**src/rtl/rf_ctrl_pkg.sv**
```systemverilog
// rf_ctrl_pkg: shared constants and types for the register-file write path.
// Holds the default sizing used by the write-port arbiter and the
// write-port record that the register-file wrappers consume.
package rf_ctrl_pkg;

    localparam int NUM_REQ      = 8;
    localparam int NUM_WR_PORTS = 6;
    localparam int SRAM_INDEX   = 6;
    localparam int SRAM_WIDTH   = 32;

    typedef struct packed {
        logic                  we;
        logic [SRAM_INDEX-1:0] addr;
        logic [SRAM_WIDTH-1:0] data;
    } wr_port_t;

    // Increment an index and wrap it back to 0 at the modulus.
    function automatic int wrap_inc(input int idx, input int modulus);
        return (idx + 1 >= modulus) ? 0 : idx + 1;
    endfunction

endpackage

```
**src/rtl/regwr_rr_select.sv**
```systemverilog
// regwr_rr_select: combinational rotate-and-select-first-N.
// Scans requesters starting at ptr, grants the first NUM_WR_PORTS valid ones,
// reports which requester landed on each port and the last one granted.
module regwr_rr_select
    import rf_ctrl_pkg::*;
#(
    parameter int  NUM_REQ      = rf_ctrl_pkg::NUM_REQ,
    parameter int  NUM_WR_PORTS = rf_ctrl_pkg::NUM_WR_PORTS,
    localparam int PTR_W        = (NUM_REQ > 1) ? $clog2(NUM_REQ) : 1
) (
    input  logic [NUM_REQ-1:0]      valid,
    input  logic [PTR_W-1:0]        ptr,
    output logic [NUM_REQ-1:0]      grant,
    output logic [PTR_W-1:0]        port_idx [NUM_WR_PORTS],
    output logic [NUM_WR_PORTS-1:0] port_used,
    output logic [PTR_W-1:0]        last_idx,
    output logic                    any_grant
);

    int cnt;

    // Walk scan positions in rotated order and hand out ports in that order.
    always_comb begin
        grant     = '0;
        port_used = '0;
        last_idx  = ptr;
        any_grant = 1'b0;
        cnt       = 0;
        for (int k = 0; k < NUM_WR_PORTS; k++) begin
            port_idx[k] = '0;
        end
        for (int i = 0; i < NUM_REQ; i++) begin
            for (int r = 0; r < NUM_REQ; r++) begin
                if ((r == (int'(ptr) + i) % NUM_REQ) && valid[r] && (cnt < NUM_WR_PORTS)) begin
                    grant[r] = 1'b1;
                    for (int k = 0; k < NUM_WR_PORTS; k++) begin
                        if (k == cnt) begin
                            port_idx[k]  = PTR_W'(r);
                            port_used[k] = 1'b1;
                        end
                    end
                    last_idx  = PTR_W'(r);
                    any_grant = 1'b1;
                    cnt       = cnt + 1;
                end
            end
        end
    end

endmodule

```
**src/rtl/regwr_port_arbiter.sv**
```systemverilog
// regwr_port_arbiter: shares the register-file write ports among writeback
// sources with a rotating round-robin pointer and a registered output stage.
// Optional feature macro RFWR_CONFLICT_CHECK_EN: suppress same-address
// duplicates within one scan (earlier requester wins) and pulse conflict_o.
module regwr_port_arbiter
    import rf_ctrl_pkg::*;
#(
    parameter int  NUM_REQ      = rf_ctrl_pkg::NUM_REQ,
    parameter int  NUM_WR_PORTS = rf_ctrl_pkg::NUM_WR_PORTS,
    parameter int  SRAM_INDEX   = rf_ctrl_pkg::SRAM_INDEX,
    parameter int  SRAM_WIDTH   = rf_ctrl_pkg::SRAM_WIDTH,
    localparam int PTR_W        = (NUM_REQ > 1) ? $clog2(NUM_REQ) : 1
) (
    input  logic                               clk,
    input  logic                               reset,
    input  logic                               stall_i,
    input  logic [NUM_REQ-1:0]                 req_valid_i,
    input  logic [NUM_REQ*SRAM_INDEX-1:0]      req_addr_i,
    input  logic [NUM_REQ*SRAM_WIDTH-1:0]      req_data_i,
    output logic [NUM_REQ-1:0]                 req_ready_o,
    output logic [NUM_WR_PORTS-1:0]            we_o,
    output logic [NUM_WR_PORTS*SRAM_INDEX-1:0] addrwr_o,
    output logic [NUM_WR_PORTS*SRAM_WIDTH-1:0] datawr_o,
    output logic                               conflict_o
);

    logic [PTR_W-1:0]        ptr;
    logic [SRAM_INDEX-1:0]   req_addr [NUM_REQ];
    logic [SRAM_WIDTH-1:0]   req_data [NUM_REQ];
    logic [NUM_REQ-1:0]      dup_mask;
    logic [NUM_REQ-1:0]      eligible;
    logic [NUM_REQ-1:0]      grant;
    logic [PTR_W-1:0]        port_idx [NUM_WR_PORTS];
    logic [NUM_WR_PORTS-1:0] port_used;
    logic [PTR_W-1:0]        last_idx;
    logic                    any_grant;

    logic [NUM_WR_PORTS-1:0] we_q;
    logic [SRAM_INDEX-1:0]   addr_q [NUM_WR_PORTS];
    logic [SRAM_WIDTH-1:0]   data_q [NUM_WR_PORTS];

    // Split the flat request buses into per-requester slices.
    always_comb begin
        for (int r = 0; r < NUM_REQ; r++) begin
            req_addr[r] = req_addr_i[r*SRAM_INDEX +: SRAM_INDEX];
            req_data[r] = req_data_i[r*SRAM_WIDTH +: SRAM_WIDTH];
        end
    end

`ifdef RFWR_CONFLICT_CHECK_EN
    // Mask any valid requester whose address matches one earlier in scan order.
    always_comb begin
        dup_mask = '0;
        for (int r = 0; r < NUM_REQ; r++) begin
            for (int j = 0; j < NUM_REQ; j++) begin
                if ((j != r) && req_valid_i[j] && req_valid_i[r] &&
                    (req_addr[j] == req_addr[r]) &&
                    (((j - int'(ptr) + NUM_REQ) % NUM_REQ) < ((r - int'(ptr) + NUM_REQ) % NUM_REQ))) begin
                    dup_mask[r] = 1'b1;
                end
            end
        end
    end

    logic conflict_q;

    // Register a collision flag alongside the writes it affected.
    always_ff @(posedge clk or posedge reset) begin
        if (reset) begin
            conflict_q <= 1'b0;
        end else begin
            conflict_q <= !stall_i && (|dup_mask);
        end
    end

    assign conflict_o = conflict_q;
`else
    assign dup_mask   = '0;
    assign conflict_o = 1'b0;
`endif

    assign eligible = req_valid_i & ~dup_mask;

    regwr_rr_select #(
        .NUM_REQ      (NUM_REQ),
        .NUM_WR_PORTS (NUM_WR_PORTS)
    ) u_sel (
        .valid     (eligible),
        .ptr       (ptr),
        .grant     (grant),
        .port_idx  (port_idx),
        .port_used (port_used),
        .last_idx  (last_idx),
        .any_grant (any_grant)
    );

    assign req_ready_o = (reset || stall_i) ? '0 : grant;

    // Capture granted writes into the port register and advance the pointer.
    always_ff @(posedge clk or posedge reset) begin
        if (reset) begin
            ptr  <= '0;
            we_q <= '0;
            for (int k = 0; k < NUM_WR_PORTS; k++) begin
                addr_q[k] <= '0;
                data_q[k] <= '0;
            end
        end else begin
            for (int k = 0; k < NUM_WR_PORTS; k++) begin
                if (!stall_i && port_used[k]) begin
                    we_q[k]   <= 1'b1;
                    addr_q[k] <= req_addr[port_idx[k]];
                    data_q[k] <= req_data[port_idx[k]];
                end else begin
                    we_q[k]   <= 1'b0;
                    addr_q[k] <= '0;
                    data_q[k] <= '0;
                end
            end
            if (!stall_i && any_grant) begin
                ptr <= PTR_W'(wrap_inc(int'(last_idx), NUM_REQ));
            end
        end
    end

    // Flatten the per-port registers onto the register-file buses.
    always_comb begin
        we_o = we_q;
        for (int k = 0; k < NUM_WR_PORTS; k++) begin
            addrwr_o[k*SRAM_INDEX +: SRAM_INDEX] = addr_q[k];
            datawr_o[k*SRAM_WIDTH +: SRAM_WIDTH] = data_q[k];
        end
    end

endmodule
```
**config.mk**
```make
export PLATFORM = sky130hd
export DESIGN_NAME = regwr_port_arbiter
export DESIGN_NICKNAME = d
export VERILOG_FILES = /design/src/rtl/rf_ctrl_pkg.sv /design/src/rtl/regwr_rr_select.sv /design/src/rtl/regwr_port_arbiter.sv
export SDC_FILE = /design/constraint.sdc
export NUM_CORES = 2
export LEC_CHECK = 0
export CELL_PAD_IN_SITES_DETAIL_PLACEMENT = 2
export CELL_PAD_IN_SITES_GLOBAL_PLACEMENT = 2
export CORE_MARGIN = 2
export CORE_UTILIZATION = 25
export DETAILED_ROUTE_END_ITERATION = 10
export PLACE_DENSITY_LB_ADDON = 0.3
export SLEW_MARGIN = 15
export SYNTH_ARGS = -nofsm -noshare
export SYNTH_HDL_FRONTEND = slang
export SYNTH_HIERARCHICAL = 1
export SYNTH_SLANG_ARGS = --single-unit
```
**constraint.sdc**
```tcl
create_clock -name clk -period 128 [get_ports clk]
set_input_delay 19.2 -clock clk [delete_from_list [all_inputs] [get_ports clk]]
set_output_delay 19.2 -clock clk [all_outputs]
set_load 0.05 [all_outputs]
```
==> summary.md <==
| Metric | Value |
|---|---|
| Status | finished clean |
| First-pass GRT wire length | 321 mm |
| Sequential element share of the synthesized area | 15.6% |
| Met3 WL post-DR | 11.0 mm |
| Initial core utilization | 25.2% |
| Slew @ Worst Pin | 1210 ps |
| Top Ports | 558 |
| HPWL after DPL | 166 mm |
| Crit-path leading delay family | compound AO/OA/AOI/OAI gates |
| Max frequency | 9.78 MHz |
| DR WL/cell | 30.8 um |
| Final Cycle Share | 79.9% |
| Die width | 394 um |
| Final setup viols | 0 |
| Wl on met1 | 98.3 mm |
| Startpoint types | primary input |
| Largest net degree at the start of global routing | 133 |
| Worst Path Arrival | 83050 ps |
| CP bufs+invs | 33 |
| Syn nets | 5330 |
| Asr flop ratio synth | 100% |
| Mapped cell area | 0.0380 mm^2 |
| Synth Instances | 4763 |
| Sink Count | 237 |
| Hold buffers post-CTS | 0 |
| Initial DRC count | 3010 |
| Congestion Overflow GR | 0 |
| Reg area | 0.00593 mm^2 |
| Unrepaired setup endpoints after global routing | false |
| Max Root-Sink Buffers | 3 |
| Synthesis Warnings | 6 |
| Rel. slew slack | 19.4% |
| Post_cts resized | 0 |
| Final Max Slew Viols | 0 |
| Core Util, Final | 30.9% |
| Layout cells sized above 1 | 8.23% |
| Placement Rows | 142 |
| Setup_tns | 0 ps |
| Worst Setup Slack, final | 25750 ps |
| Routed Antenna Nets | 0 |
| Vias per inst | 5.81 |
| Initial antenna violation count | 55 |
| CP max-delay cell | o21ai_0 |
| Drt pass-1 iters | 5 |
| Most frequent CP cell | ha_1 |
| WP data required | 108800 ps |
| Die Footprint | 0.155 mm^2 |
| Detail Route met2 WL | 103 mm |
| Max-cap violation count | 0 |
| CTS buffer count | 34 |
| Pre-CTS setup slack | 26280 ps |
| # H-tree levels | 2 |
| Root buf cell | clkbuf_16 |
| Footprint of the multi-input gates | 0.0302 mm^2 |
| Skew-Pair Late Insertion Delay | 580 ps |
| Min cycle time layout | 102250 ps |
| Post-synthesis cell type count | 136 |
| Layout net count | 5693 |
| Core area | 0.150 mm^2 |
| Top Layer Used | met5 |
| Filler Cell Count | 17300 |
| Vias in the first global route | 44100 |
| Main synth FF type | dfrtp_1 |
| CP peak stage delay | 850 ps |
| Placer Congestion | 0.924 |
| DR vias | 41900 |
| Post-CTS Setup Inserts | 0 |
| Overall Global Routing Usage | 27.4% |
| Synthesized area per cell | 7.97 um^2 |
| Input/output buffers | 556 |
| CTS tree | yes |
| Worst Hold Class | reg2reg |
| Synthesized flop and latch total | 237 |
| EDFF count, synth | 0 |
| Clock Skews | 25.5 ps |
| Area growth, synth to finish | 22.6% |
| Nature of the critical path endpoint | primary output |
| Crit Path Max Fanout | 16 |
| Hold WS | 791 ps |
| Critical path class | in2out |
| Die height | 394 um |
| Final hold violations | 0 |
| Final WL | 222 mm |
| Clk slew on worst S/H paths | 70 ps |
| DRC violations left | 0 |
## state kept, by name (all words and copies together), names as in the netlist
register	cells
datawr_o	192
ptr	3
addrwr_o	36
we_o	6
## metrics by stage
| stage | instance area [um^2] | std cells |
|---|---|---|
| after global placement | 45400 | 7106 |
| final | 46500 | 7208 |
| after global routing | 46500 | 7204 |
| after floorplan | 38000 | 4763 |
| after detailed placement | 45400 | 7106 |
| after CTS | 46400 | 7165 |
## cell usage after synthesis, drive strengths merged (10+ instances only)
master	instances	area (um^2)
mux2i	930	9360
o22ai	533	3350
nand2	438	1660
nor2	283	1080
ha	251	3140
or2	246	1540
dfrtp	237	5930
o21ai	237	1240
a21oi	193	1020
buf	186	1060
inv	152	583
nand3	138	703
clkbuf	116	453
and3	79	494
a31oi	72	465
and2	71	445
nor3	64	367
nor2b	37	231
xnor2	31	497
o21a	28	213
nand4	26	163
o211ai	25	211
xor2	25	384
nor4	24	150
a22oi	22	175
o21bai	21	165
a21boi	19	143
a32oi	18	184
nand2b	17	106
or3	15	93.8
a211oi	14	123
nand4bb	14	174
o22a	13	114
o31ai	13	116
a21o	12	90.1
mux2	11	135
or4	11	86.3
nand4b	10	87.6
## cell families after synthesis
group	synth area share, %
buffers and inverters	5.52
adders and majority gates	8.33
and+or+nand+nor	20.3
other	0.00988
DFF	15.6
xor gates and xnor gates	2.76
AOI/OAI and AO/OA	22.5
muxes	25.0
## worst paths after layout
| check | cells past startpoint | end | startpoint | slack (ps) |
|---|---|---|---|---|
| min reg2reg | 3 | ptr[1] | ptr[1] | 790 |
| min in group asynchronous | 2 | ptr[1] | reset | 19190 |
| max in group asynchronous | 4 | datawr_o[187] | reset | 106560 |
| max | 240 | req_ready_o[7] | req_valid_i[0] | 25750 |
| max reg2reg | 246 | datawr_o[4] | ptr[0] | 61130 |
| min | 3 | ptr[1] | ptr[1] | 790 |
## worst reg2reg max path, delay by kind of cell, from the launching register on
| family | cells | cell delay, ps |
|---|---|---|
| buffers and inverters | 34 | 6260 |
| muxes | 9 | 2920 |
| and+or+nand+nor | 72 | 16010 |
| adders and majority gates | 45 | 13280 |
| AOI/OAI and AO/OA | 71 | 22920 |
| xor gates and xnor gates | 15 | 4800 |
| DFF | 1 | 580 |
## cell type report
cell class	count	share of cell area [%]
Antenna cell	43	0.231
Clock buffer	49	2.10
Clock inverter	10	0.167
Inverter	152	1.27
Multi-Input combinational cell	4072	64.9
Sequential cell	237	12.8
Tap cell	2016	5.42
Timing Repair Buffer	629	13.2
## per-layer routing
| metal | vias up | GRT usage [%] |
|---|---|---|
| li1 | 18500 | - |
| met1 | 21700 | 36.0 |
| met2 | 1291 | 44.7 |
| met3 | 326 | 3.70 |
| met4 | 14 | 11.8 |
| met5 | - | 0 |
## placed cells by master (no fill, tap or decap), drive strengths merged, types with 79 or more instances in the layout
master           n
mux2i          930
clkdlybuf4s50  555
o22ai          533
nand2          438
nor2           283
ha             251
or2            246
dfrtp          237
o21ai          237
a21oi          193
inv            152
nand3          138
and3            79
Power is left out: the tool's default activity adds up to more than one toggle a clock period on the data nets, which glitch-free logic cannot reach.
